$ cat config.mk
export PLATFORM = sky130hd
export DESIGN_NAME = sequence_generator
export DESIGN_NICKNAME = d
export VERILOG_FILES = /design/src/rtl/gate_array_pkg.sv /design/src/rtl/sequence_generator_seq_code_check.sv /design/src/rtl/sequence_generator.sv
export SDC_FILE = /design/constraint.sdc
export NUM_CORES = 1
export LEC_CHECK = 0
export BUFFER_PORTS_ARGS = -buffer_cell sky130_fd_sc_hd__buf_2
export CAP_MARGIN = 30
export CORE_MARGIN = 1
export CORE_UTILIZATION = 54
export DETAILED_ROUTE_END_ITERATION = 10
export HOLD_SLACK_MARGIN = 0.05
export PLACE_DENSITY_LB_ADDON = 0.25
export SLEW_MARGIN = 15
export SYNTH_ARGS = -nofsm -noshare
export SYNTH_HDL_FRONTEND = slang
export SYNTH_SLANG_ARGS = --single-unit
$ cat constraint.sdc
create_clock -name CLK_n -period 3.9 [get_ports CLK_n]
set_clock_uncertainty 0.05 [all_clocks]
set_input_delay 0 -clock CLK_n [delete_from_list [all_inputs] [get_ports CLK_n]]
set_output_delay 0 -clock CLK_n [all_outputs]
set_load 0.05 [all_outputs]
$ cat src/rtl/gate_array_pkg.sv
// Shared sequencer definitions: Johnson code widths, phase encode/decode helpers.
package gate_array_pkg;

  localparam int unsigned SEQ_W      = 8;
  localparam int unsigned NUM_PHASES = 16;
  localparam int unsigned PHASE_W    = 4;

  typedef struct packed {
    logic               valid;
    logic [PHASE_W-1:0] phase;
  } seq_dec_t;

  // Phases 0..7 fill ones from bit 0 upward; phases 8..15 drain them from bit 0 upward.
  function automatic logic [SEQ_W-1:0] seq_code(input logic [PHASE_W-1:0] phase);
    logic [SEQ_W-1:0] code;
    int p;
    code = '0;
    p    = int'(phase);
    for (int i = 0; i < int'(SEQ_W); i++) begin
      if (p < int'(SEQ_W)) code[i] = (i < p);
      else                 code[i] = (i >= (p - int'(SEQ_W)));
    end
    return code;
  endfunction

  function automatic seq_dec_t seq_phase(input logic [SEQ_W-1:0] s);
    seq_dec_t dec;
    dec = '0;
    for (int k = 0; k < int'(NUM_PHASES); k++) begin
      if (s == seq_code(PHASE_W'(k))) begin
        dec.valid = 1'b1;
        dec.phase = PHASE_W'(k);
      end
    end
    return dec;
  endfunction

endpackage

$ cat src/rtl/sequence_generator_seq_code_check.sv
// Combinational Johnson-code checker: flags illegal patterns and yields the phase index.
module seq_code_check
  import gate_array_pkg::*;
(
  input  logic [SEQ_W-1:0]   i_s,
  output logic               o_valid_c,
  output logic [PHASE_W-1:0] o_phase_c
);

  seq_dec_t w_dec;

  always_comb begin
    w_dec     = seq_phase(i_s);
    o_valid_c = w_dec.valid;
    o_phase_c = w_dec.valid ? w_dec.phase : '0;
  end

endmodule

$ cat src/rtl/sequence_generator.sv
// 16-phase Johnson master sequencer with resync, illegal-code recovery, lock tracking and test load.
module sequence_generator
  import gate_array_pkg::*;
#(
  parameter int unsigned SYNC_PHASE = 0,
  parameter int unsigned LOCK_REVS  = 2
) (
  input  logic               CLK_n,
  input  logic               RESET_n,
  input  logic               SYNC_n,
  input  logic               TEST_LOAD,
  input  logic [SEQ_W-1:0]   TEST_S,
  output logic [SEQ_W-1:0]   S,
  output logic [PHASE_W-1:0] PHASE,
  output logic               CYCLE_START,
  output logic               LOCKED,
  output logic               SEQ_ERR
);

  localparam logic [SEQ_W-1:0]   SYNC_CODE = seq_code(PHASE_W'(SYNC_PHASE));
  localparam logic [SEQ_W-1:0]   WRAP_CODE = seq_code(PHASE_W'(NUM_PHASES - 1));
  localparam logic [PHASE_W-1:0] LOCK_TGT  = PHASE_W'(LOCK_REVS);

  logic [SEQ_W-1:0]   r_s;
  logic [PHASE_W-1:0] r_lock_cnt;
  logic               r_locked;
  logic               r_seq_err;

  logic               w_valid;
  logic [PHASE_W-1:0] w_phase;
  logic [SEQ_W-1:0]   w_s_next;
  logic [PHASE_W-1:0] w_cnt_next;
  logic               w_locked_next;
  logic               w_err_next;
  logic               w_clr;
  logic               w_wrap;

  seq_code_check u_code_check (
    .i_s       (r_s),
    .o_valid_c (w_valid),
    .o_phase_c (w_phase)
  );

  // Next-state selection in priority order: test load, resync, recovery, advance.
  always_comb begin
    w_s_next      = {r_s[SEQ_W-2:0], ~r_s[SEQ_W-1]};
    w_cnt_next    = r_lock_cnt;
    w_err_next    = ~w_valid;
    w_clr         = TEST_LOAD | ~SYNC_n | ~w_valid;
    w_wrap        = (r_s == WRAP_CODE);
    w_locked_next = 1'b0;

    if (TEST_LOAD)     w_s_next = TEST_S;
    else if (!SYNC_n)  w_s_next = SYNC_CODE;
    else if (!w_valid) w_s_next = '0;

    // Any discontinuity restarts the revolution count.
    if (w_clr)                              w_cnt_next = '0;
    else if (w_wrap && r_lock_cnt != LOCK_TGT) w_cnt_next = r_lock_cnt + PHASE_W'(1);

    w_locked_next = (w_cnt_next == LOCK_TGT);
  end

  always_ff @(posedge CLK_n or negedge RESET_n) begin
    if (!RESET_n) begin
      r_s        <= '0;
      r_lock_cnt <= '0;
      r_locked   <= 1'b0;
      r_seq_err  <= 1'b0;
    end else begin
      r_s        <= w_s_next;
      r_lock_cnt <= w_cnt_next;
      r_locked   <= w_locked_next;
      r_seq_err  <= w_err_next;
    end
  end

  assign S           = r_s;
  assign PHASE       = w_phase;
  assign CYCLE_START = w_valid & (w_phase == '0);
  assign LOCKED      = r_locked;
  assign SEQ_ERR     = r_seq_err;

endmodule
## Yosys cells after proc, flatten, opt, wreduce, memory -nomap -nowiden

Index checks and enable logic that the tools add are counted.

| word-level totals | value |
|---|---|
| register bits | 14 |
| input port bits | 12 |
| output and inout bits | 15 |
| word-level logic and storage cells | 53 |

| cells by class | value |
|---|---|
| add/subtract/negate cells | 1 |
| equality and inequality tests | 17 |
| mux-type cells | 22 |
| bitwise gates (word level) | 6 |
| reduce and logical (&&, ||, !) cells | 3 |

Operators by type and width:

| operator | number |
|---|---|
| 2-to-1 mux 5 bit | 16 |
| == test 8 bit (second input constant) | 8 |
| 2-to-1 mux 8 bit | 3 |
| 2-to-1 mux 4 bit | 3 |
| == test 8 x 1 -> 1 bit (second input constant) | 1 |
| == test 8 x 2 -> 1 bit (second input constant) | 1 |
| == test 8 x 3 -> 1 bit (second input constant) | 1 |
| == test 8 x 4 -> 1 bit (second input constant) | 1 |
| == test 8 x 5 -> 1 bit (second input constant) | 1 |
| == test 8 x 6 -> 1 bit (second input constant) | 1 |
| == test 8 x 7 -> 1 bit (second input constant) | 1 |
| logical NOT 8 bit | 1 |
| adder 4 x 1 -> 4 bit (second input constant) | 1 |
| == test 4 x 2 -> 1 bit (second input constant) | 1 |
| logical NOT 4 bit | 1 |
| != test 4 x 2 -> 1 bit (second input constant) | 1 |
| inverter 1 bit | 3 |
| bitwise OR 1 bit | 2 |
| AND 1 bit | 1 |
| logical AND 1 bit | 1 |

## Logic depth before layout (Yosys ltp)

Gate-level depths: netlist (run 1).

| depth | value |
|---|---|
| depth after elaboration | 21 |
| mapped depth | 7 |

## Modules after synthesis

Synthesis (run 1) repeated with hierarchy kept, for this count alone.

| second synthesis, totals | value |
|---|---|
| cells, all modules | 106 |
| area, all modules | 1004.7 um^2 |

Modules (own cells, without submodules):

| module | times used | cells each | area each (um^2) | seq. area each (um^2) |
|---|---|---|---|---|
| sequence_generator | 1 | 54 | 688.2 | 350.3 |
| seq_code_check | 1 | 52 | 316.6 | 0.0 |

## Least setup slack after synthesis (run 1)

OpenSTA, ideal clock, no wires.

| timing path | value |
|---|---|
| kind | reg-to-reg |
| start | register r_s[1] (netlist: S[1]) |
| end | register r_s[5] (netlist: S[5]) |
| library setup time | 0.122 ns |
| data arrival time | 2.015 ns |
| data required time | 3.728 ns |
| path slack | 1.714 ns |
| cell stages (with the launch flop) | 7 |
| path buffers | 1 |
| path through | dfrtp_1 buf_2 nor3b_1 and2_4 o32a_4 o21a_4 a22o_1 |

| between the ends | value |
|---|---|
| word-level cells in the longest chain between the ends | 20 |

RTL lines:

| what | RTL line | source |
|---|---|---|
| start: declaration | sequence_generator.sv:24 | `logic [SEQ_W-1:0] r_s;` |
| start signal: assignment | sequence_generator.sv:71 | `r_s <= w_s_next;` |
| logical NOT 8 bit | gate_array_pkg.sv:30 | `if (s == seq_code(PHASE_W'(k))) begin` |
| 2-to-1 mux 5 bit (15 in a row) | gate_array_pkg.sv:30 |  |
| 2-to-1 mux 5 bit (*) | gate_array_pkg.sv:30 |  |
| 2-to-1 mux 8 bit (*) | sequence_generator.sv:55 | `else if (!w_valid) w_s_next = '0;` |
| 2-to-1 mux 8 bit (*) | sequence_generator.sv:54 | `else if (!SYNC_n) w_s_next = SYNC_CODE;` |
| 2-to-1 mux 8 bit (*) | sequence_generator.sv:53 | `if (TEST_LOAD) w_s_next = TEST_S;` |
| via w_s_next[5] | sequence_generator.sv:31 | `logic [SEQ_W-1:0] w_s_next;` |

The timed path passes the listed nets; every way through them passes the cells marked *.

## Worst setup path after layout (run 1)

| timing path | value |
|---|---|
| start | register r_s[7] (netlist: S[7]) |
| end | register r_s[4] (netlist: S[4]) |

Same word-level chain as after synthesis.

==> impl_results.md, run 1 <==
- Failing checks: DRC
- Largest net degree at the start of global routing: 15
- Most used DFF post-synth: dfrtp_1
- Worst EP required: 4.00 ns
- Routed Antenna Nets: 0
- Post-CTS Setup Bufs: 0
- Fillers: 90
- DR iter-0 viols: 39
- Fin. Hold Viols: 0
- Clk buf depth: 2
- Slew Limit Headroom: 69.3%
- # setup viols final: 0
- Mean post-synth cell area: 9.58 µm²
- Initial antenna violation count: 0
- Yosys top cell by area: dfrtp_1
- Outcome: finished, violations left
- Max-cap violations: 0
- CTS Root Cell: clkbuf_4
- Number of buffers added on ports: 26
- Chip width: 43.5 µm
- Nets: 153
- Syn-to-layout area delta: 33.9%
- Tcrit/Tclk final: 64.2%
- DR vias/cell: 6.16
- Die height: 43.5 µm
- CP endpoint kind: register
- R2R setup slack: 1.40 ns
- Clk Latency, worst-skew pair: 0.28 ns
- Tightest Hold Check Type: input port to asynchronous set/reset pin
- R2R cell count: 6
- Final setup margin: 1.40 ns
- Leakage: 0.578 nW
- CP Class: register to register
- Netlist cell types: 38
- Pre-CTS WS: 2.00 ns
- Sequential cell area: 350 µm²
- Core area: 0.00156 mm²
- CTS Sinks: 14
- CP startpoint kind: register
- Reg-to-reg startpoint: S[7]$_DFF_PN0_
- Multi-input gate area: 527 µm²
- Worst hold margin: 0.0900 ns
- Synth top area share: 37.7%
- Final slew viol count: 0
- Clk slew on worst S/H paths: 0.09 ns
- Remaining DRCs: 2
- First drt pass iteration count: 7
- Via count: 948
- GRT Util Overall: 31.2%
- Final Power: 392 µW
- DP HPWL: 1550 µm
- Post-Route Setup TNS: 0 ns
- Max Fclk: 400 MHz
- Most common cell after layout, fill and taps aside: buf_2
- Post-synth net total: 111
- CTS resizes: 0
- Cell count after synthesis: 97
- Worst flop-to-flop path endpoint: S[4]$_DFF_PN0_
- Most frequent cells in the layout: buf_2 (26), dlygate4sd3_1 (17), dfrtp_1 (14)
- Vias in the first global route: 932
- Starting density of the core: 59.6%
- Worst Tran Pin Value: 0.459 ns
- Worst EP arrival: 2.60 ns
- DIE AREA: 0.00189 mm²
- I/O pin cnt: 27
- Largest vdd supply drop: 277 µV
- Post-synth EDFFs: 0
- Post-layout min period: 2.50 ns
- YS warnings: 0
- Routability Congestion: 0.853
- Register bit total from synthesis: 14
- Std-Cell Rows: 14
- Seq/Total Area, Yosys: 37.7%
- Mapped cell area: 930 µm²
- Routed wire length: 2620 µm
- Ys async rst share: 100%
- H-tree depth: 1
- Share of cells above drive strength 1: 30.4%
- CP Max Fanout: 10
- CTS tree: yes
- Unrepaired setup endpoints after global routing: false
- CTS Buf Count: 3
- Grt ovf: 0
- PwrDens: 315 mW/mm²
- Synth top area cells: dfrtp_1 (38%), a22o_1 (5.7%), nor2_1 (4.0%)
- Antenna diodes: 0
- First-pass GRT wire length: 4300 µm
- Avg WL per Cell: 17.0 µm
## area by class of cell
type | count | share of cell area (%)
flip-flops and latches | 14 | 28.1
clock buffers | 4 | 2.91
multi-input cells | 74 | 42.3
inverters | 3 | 0.905
repair buffers | 43 | 24.1
well taps | 16 | 1.61
## registers in the layout, summed over array words and instances, names as in the netlist
| signal | cells |
|---|---|
| SEQ_ERR | 1 |
| S | 8 |
| LOCKED | 1 |
| r_lock_cnt | 4 |
## per-stage QoR
stage                     area, µm²  util (%)  std cells
final                          1240      79.9        154
after global routing           1240      79.9        154
after CTS                      1240      79.9        154
after detailed placement       1040      66.6        133
after global placement         1040      66.6        133
after floorplan                 930         -         97
## layer usage
layer  share of wire [%]  vias up  track usage [%]
met1                  41      447             42.5
met2                  49       53             51.5
met4                 2.7        0             14.4
met3                 7.5        8             1.67
li1                    -      440                -
met5                   0        -                0
## logic make-up after synthesis
kind of cell | Yosys count | share of synthesized area, %
AND/OR/NAND/NOR | 41 | 27.5
multiplexers | 1 | 1.08
AO/OA/AOI/OAI | 27 | 22.6
XOR/XNOR | 3 | 2.83
buffers and inverters | 9 | 5.65
adder cells (fa/ha/maj) | 2 | 2.69
flip-flops | 14 | 37.7
## cells in the mapped netlist, types with 3 or more instances
cell / instances
dfrtp_1: 14
inv_1: 3
a22o_1: 6
xnor2_1: 3
nand2_1: 6
buf_2: 3
nand4_1: 4
o21ai_0: 5
a21oi_1: 5
nor2_1: 10
nor3_1: 3
## worst max path at each step
stage                                 start                to  slack (ns)  depth (start not counted)
floorplan                    S[1]$_DFF_PN0_    S[5]$_DFF_PN0_        1.71                          6
global placement             S[7]$_DFF_PN0_    S[6]$_DFF_PN0_        2.05                          5
detailed placement  r_lock_cnt[0]$_DFF_PN0_  LOCKED$_DFF_PN0_        2.00                          7
CTS                          S[7]$_DFF_PN0_    S[3]$_DFF_PN0_        1.46                          6
global route                 S[5]$_DFF_PN0_    S[4]$_DFF_PN0_        1.28                          6
finish                       S[7]$_DFF_PN0_    S[4]$_DFF_PN0_        1.40                          6
## critical path, cell delays in order, from the launching register on
cell           delay (ns)
dfrtp_1              0.51
nor3b_1              0.24
and2_4               0.17
o32a_4               0.39
o21a_4               0.25
a22o_1               0.19
dlygate4sd3_1        0.59
## repair_timing
item | 4_1_cts | 5_1_grt
endpoints found under the hold margin | 22 | 0
hold buffers | 17 | 0
endpoints found under the setup margin | 0 | 0
## power breakdown
group,total [mW],switching (mW),internal [mW],leakage [nW]
sequential,0.170,0.0175,0.152,0.183
clock,0.103,0.0463,0.0568,0.0210
combinational,0.119,0.0755,0.0437,0.373
total,0.392,0.139,0.253,0.578
No activity file was read; power rests on OpenSTA's default activity.
==> inputs of run 2 (changes only) <==
--- a/config.mk
+++ b/config.mk
@@ -5,10 +5,11 @@
 export SDC_FILE = /design/constraint.sdc
 export NUM_CORES = 1
 export LEC_CHECK = 0
+export ABC_AREA = 1
 export BUFFER_PORTS_ARGS = -buffer_cell sky130_fd_sc_hd__buf_2
 export CAP_MARGIN = 30
 export CORE_MARGIN = 1
-export CORE_UTILIZATION = 54
+export CORE_UTILIZATION = 50
 export DETAILED_ROUTE_END_ITERATION = 10
 export HOLD_SLACK_MARGIN = 0.05
 export PLACE_DENSITY_LB_ADDON = 0.25
==> constraint.sdc (replaced) <==
create_clock -name CLK_n -period 2.4 [get_ports CLK_n]
set_clock_uncertainty 0.05 [all_clocks]
set_input_delay 0 -clock CLK_n [delete_from_list [all_inputs] [get_ports CLK_n]]
set_output_delay 0 -clock CLK_n [all_outputs]
set_load 0.05 [all_outputs]
==> run 2 against run 1 <==
  * The run now ends clean
  * Sequential power grew 53%
  * Area after synthesis grew 2.7%
  * Power grew 41%
  * Sequential share of layout area shrank 1.4 points
  * Global-route usage shrank 6.1 points
  * First-iteration DRC count shrank 7.7%
  * Largest cell class unchanged
==> impl_results.md, run 2 <==
- Most frequent cell after synthesis: nand2_1
- Slew Limit Headroom: 78.4%
- DP HPWL: 1640 µm
- DR iter-0 viols: 36
- Final slew viol count: 0
- I/O pin cnt: 27
- PwrDens: 423 mW/mm²
- Netlist cell types: 26
- Share of cells above drive strength 1: 26.8%
- Initial antenna violation count: 0
- Yosys top cell by area: dfrtp_1
- Routed wire length: 2340 µm
- Clk slew on worst S/H paths: 0.08 ns
- Die height: 45.7 µm
- CP startpoint kind: register
- Largest vdd supply drop: 339 µV
- Worst EP required: 2.35 ns
- Cell count after synthesis: 133
- Avg WL per Cell: 11.5 µm
- CTS Root Cell: clkbuf_4
- Final setup margin: 0.432 ns
- Post-Route Setup TNS: 0 ns
- Chip width: 45.7 µm
- # setup viols final: 0
- Leakage: 0.671 nW
- Nets: 195
- CP Class: register to output port
- Core area: 0.00176 mm²
- H-tree depth: 1
- Worst EP arrival: 1.92 ns
- Post-synth net total: 147
- Vias in the first global route: 933
- First-pass GRT wire length: 3750 µm
- Ys async rst share: 100%
- CTS Buf Count: 3
- GRT Util Overall: 25.1%
- Post-layout util: 74.3%
- Starting density of the core: 54.1%
- CTS resizes: 0
- CP endpoint kind: output port
- Post-synth EDFFs: 0
- Clk Latency, worst-skew pair: 0.27 ns
- Final Power: 554 µW
- Syn-to-layout area delta: 37.4%
- R2R cell count: 8
- CTS Sinks: 14
- Fin. Hold Viols: 0
- Tcrit/Tclk final: 82.0%
- Number of buffers added on ports: 26
- Grt ovf: 0
- Post-layout min period: 1.97 ns
- YS warnings: 0
- Post-CTS Setup Bufs: 0
- Worst Tran Pin Value: 0.324 ns
- First drt pass iteration count: 6
- R2R setup slack: 0.61 ns
- DR vias/cell: 4.94
- Register bit total from synthesis: 14
- Largest net degree at the start of global routing: 15
- Remaining DRCs: 0
- Via count: 1007
- Mapped cell area: 955 µm²
- Synth top area cells: dfrtp_1 (37%), nand2_1 (13%), nor2_1 (8.3%)
- Unrepaired setup endpoints after global routing: false
- Clk buf depth: 2
- CTS tree: yes
- Outcome: finished clean
- Most used DFF post-synth: dfrtp_1
- CP Max Fanout: 8
- Most frequent cells in the layout: nand2_1 (34), buf_2 (26), nor2_1 (21)
- Commonest cells in the netlist: nand2_1 (34), nor2_1 (21), inv_1 (17), dfrtp_1 (14)
- DIE AREA: 0.00209 mm²
- Mean post-synth cell area: 7.18 µm²
- Antenna diodes: 0
- Std-Cell Rows: 15
- Synth top area share: 36.7%
- Seq/Total Area, Yosys: 36.7%
- Largest register FFs: 8
- Routability Congestion: 0.845
- Pre-CTS WS: 0.644 ns
- Tightest Hold Check Type: input port to asynchronous set/reset pin
- Max-cap violations: 0
- Max Fclk: 508 MHz
- Most common cell after layout, fill and taps aside: nand2_1
- Routed Antenna Nets: 0
## run 2: cell type report
| class | count | area, µm² |
|---|---|---|
| clock buffer | 3 | 22.5 |
| fill | 148 | 453 |
| inverter | 18 | 67.6 |
| multi-input combinational | 99 | 522 |
| sequential | 14 | 350 |
| tap | 25 | 31.3 |
| timing repair buffer | 45 | 318 |
## run 2: kinds of logic after synthesis
family                   count (synthesis)  synth area share [%]
AO/OA/AOI/OAI                           21                  16.1
AND/OR/NAND/NOR                         74                  34.1
buffers and inverters                   20                  8.65
flip-flops                              14                  36.7
XOR/XNOR                                 2                  1.84
adder cells (fa/ha/maj)                  2                  2.62
## run 2: worst paths after layout
check,start,to
worst max register to register,S[1]$_DFF_PN0_,S[4]$_DFF_PN0_
worst max-delay path,S[5]$_DFF_PN0_,PHASE[0]
worst min register to register,r_lock_cnt[2]$_DFF_PN0_,r_lock_cnt[2]$_DFF_PN0_
max in group asynchronous,RESET_n,S[2]$_DFF_PN0_
min in group CLK_n,TEST_LOAD,LOCKED$_DFF_PN0_
worst min-delay path,RESET_n,S[6]$_DFF_PN0_
## run 2: timing repair
item / in CTS / in global routing
endpoints found under the hold margin: 23 / 0
endpoints found under the setup margin: 0 / 0
hold buffers: 18 / 0
## run 2: worst max-delay path, stage by stage, from the launching register on
cell	delay (ns)
dfrtp_1	0.47
nor2_1	0.16
nand2_1	0.14
nor3_1	0.22
o21ai_0	0.15
o211ai_1	0.10
nand2_1	0.08
nand3_1	0.06
buf_2	0.26
## run 2: through the flow
| step | hold WS (ns) | cell area [µm²] | std cells |
|---|---|---|---|
| floorplan | -0.346 | 955 | 133 |
| CTS | 0.0951 | 1310 | 204 |
| global route | 0.147 | 1310 | 204 |
| finish | 0.0962 | 1310 | 204 |
| global placement | -0.148 | 1110 | 183 |
| detailed placement | -0.136 | 1110 | 183 |
## run 2: metal layers
layer	wire (µm)	track usage, %
met4	8	2.94
met2	1170	46.0
met1	1050	29.4
met3	114	7.54
met5	0	0
## run 2: where the power goes
group	switching (mW)	internal, mW
registers	0.0144	0.246
clock network	0.0702	0.0582
logic	0.111	0.0547
==> inputs of run 3 (changes only) <==
--- a/config.mk
+++ b/config.mk
@@ -5,11 +5,11 @@
 export SDC_FILE = /design/constraint.sdc
 export NUM_CORES = 1
 export LEC_CHECK = 0
-export ABC_AREA = 1
+export ABC_AREA = 0
 export BUFFER_PORTS_ARGS = -buffer_cell sky130_fd_sc_hd__buf_2
 export CAP_MARGIN = 30
 export CORE_MARGIN = 1
-export CORE_UTILIZATION = 50
+export CORE_UTILIZATION = 45
 export DETAILED_ROUTE_END_ITERATION = 10
 export HOLD_SLACK_MARGIN = 0.05
 export PLACE_DENSITY_LB_ADDON = 0.25
==> constraint.sdc (replaced) <==
create_clock -name CLK_n -period 1.6 [get_ports CLK_n]
set_clock_uncertainty 0.05 [all_clocks]
set_input_delay 0 -clock CLK_n [delete_from_list [all_inputs] [get_ports CLK_n]]
set_output_delay 0 -clock CLK_n [all_outputs]
set_load 0.05 [all_outputs]
==> run 3 against run 2 <==
  * The run now ends with setup timing left
  * Non-clock buffer count is 30 higher
  * Register-to-register slack got worse by 0.87 ns
  * First-iteration DRC count is 31% lower
  * Sequential power increased by 56%
  * Sequential cell count did not move
  * Design area grew 28%
  * Largest power group is now combinational cells
  * Hold slack gained 0.034 ns
  * Setup slack worse by 0.74 ns
  * Final cell count fell by 3.4%
  * Via count is 14% higher
  * Combinational power increased to 2.9 times the previous value
==> impl_results.md, run 3 (synthesized netlist as in run 1, its figures left out) <==
- Outcome: finished, violations left
- Failing checks: setup timing
- Clock share of power: 20.3%
- Vias in the first global route: 1024
- GRT Util Overall: 31.9%
- Clk buf depth: 2
- Routed wire length: 3710 µm
- Post-layout instance area: 0.00168 mm²
- Sw Share: 37.9%
- CTS Root Cell: clkbuf_4
- Worst Tran Pin Value: 0.366 ns
- Logic gate share of total power: 43.1%
- Placed insts: 170
- Sequential cell area: 360 µm²
- Worst hold margin: 0.131 ns
- Largest register FFs: 8
- Clk Latency, worst-skew pair: 0.28 ns
- PwrDens: 662 mW/mm²
- I/O pin cnt: 27
- Max-cap violations: 0
- Fillers: 101
- Avg WL per Cell: 18.9 µm
- Grt ovf: 0
- Starting density of the core: 47.9%
- Final slew viol count: 0
- First-pass GRT wire length: 4890 µm
- Fin. Hold Viols: 0
- R2R cell count: 6
- Most frequent cells in the layout: buf_4 (29), buf_2 (21), dlygate4sd3_1 (12)
- Post-Route Setup TNS: -3.91 ns
- Remaining DRCs: 0
- Placed inst area: 0.00129 mm²
- Slew Limit Headroom: 75.6%
- Switching pwr: 421 µW
- Routed Antenna Nets: 0
- First drt pass iteration count: 4
- CP endpoint kind: output port
- Worst EP arrival: 1.85 ns
- Tightest Hold Check Type: input port to asynchronous set/reset pin
- Number of buffers added on ports: 26
- # setup viols final: 18
- Most common cell after layout, fill and taps aside: buf_4
- R2R setup slack: -0.26 ns
- Pre-CTS WS: -0.142 ns
- Die height: 47.5 µm
- Non-filler instance count after layout: 197
- Post-layout min period: 1.90 ns
- Leakage: 0.760 nW
- Setup crit start: S[4]$_DFF_PN0_
- Share of cells above drive strength 1: 56.5%
- Clk slew on worst S/H paths: 0.09 ns
- Share of power burned in registers: 36.6%
- Std-Cell Rows: 16
- Reg-to-reg startpoint: S[4]$_DFF_PN0_
- Max Fclk: 525 MHz
- Final Power: 1.11 mW
- Int Power: 688 µW
- Worst flop-to-flop path endpoint: S[7]$_DFF_PN0_
- Initial antenna violation count: 0
- DR iter-0 viols: 25
- CTS Sinks: 14
- Antenna diodes: 0
- DR vias/cell: 5.81
- Final setup margin: -0.303 ns
- H-tree depth: 1
- CP Max Fanout: 5
- CP startpoint kind: register
- Tcrit/Tclk final: 119%
- Largest vdd supply drop: 713 µV
- CP Class: register to output port
- Chip width: 47.5 µm
- DIE AREA: 0.00225 mm²
- Worst EP required: 1.55 ns
- Nets: 185
- CTS Buf Count: 3
- Largest net degree at the start of global routing: 15
- Unrepaired setup endpoints after global routing: true
- CTS tree: yes
- Routability Congestion: 0.832
- Core area: 0.00194 mm²
- DP HPWL: 1920 µm
- Via count: 1144
- Post-layout util: 86.3%
- Multi-input gate area: 626 µm²
- Syn-to-layout area delta: 80.2%
## run 3: worst max-delay path by stage
| stage | endpoint | slack (ns) | cells past startpoint |
|---|---|---|---|
| after floorplan | S[1]$_DFF_PN0_ | -0.42 | 6 |
| after global placement | LOCKED$_DFF_PN0_ | -0.12 | 5 |
| after detailed placement | LOCKED$_DFF_PN0_ | -0.14 | 7 |
| after CTS | PHASE[0] | -0.26 | 8 |
| after global routing | PHASE[0] | -0.42 | 7 |
| final | PHASE[0] | -0.30 | 7 |
## run 3: cell type report
class | count | share of cell area, %
Clock buffer | 4 | 1.57
Multi-Input combinational cell | 74 | 37.3
Timing Repair Buffer | 75 | 36.9
Sequential cell | 14 | 21.5
Inverter | 3 | 0.672
Tap cell | 27 | 2.02
## run 3: power by group through the flow
stage / Combinational, mW / Sequential (mW) / Clock [mW]
final: 0.479 / 0.406 / 0.225
after global placement: 0.339 / 0.406 / 0
after CTS: 0.416 / 0.401 / 0.212
after detailed placement: 0.343 / 0.407 / 0
after global routing: 0.498 / 0.408 / 0.236
after floorplan: 0.161 / 0.465 / 0
## run 3: timing repair
action	CTS	global route
hold buffers	12	0
endpoints found under the hold margin	22	0
setup endpoints to repair	18	19
buffers inserted	6	7
gates resized for setup	23	11
pin swaps	6	16
## run 3: metal layers
| metal | vias up | GRT usage (%) | wire length, µm |
|---|---|---|---|
| met3 | 13 | 2.26 | 275 |
| met4 | 0 | 12.0 | 103 |
| met5 | - | 0 | 0 |
| met2 | 78 | 56.7 | 1950 |
| li1 | 505 | - | - |
| met1 | 548 | 40.4 | 1390 |
## run 3: worst max-delay path, stage by stage, from the launching register on
cell	delay, ns
dfrtp_2	0.48
nor4_4	0.30
nand3b_1	0.13
buf_4	0.15
o21ai_1	0.14
o211ai_1	0.13
nand2_2	0.10
buf_8	0.14
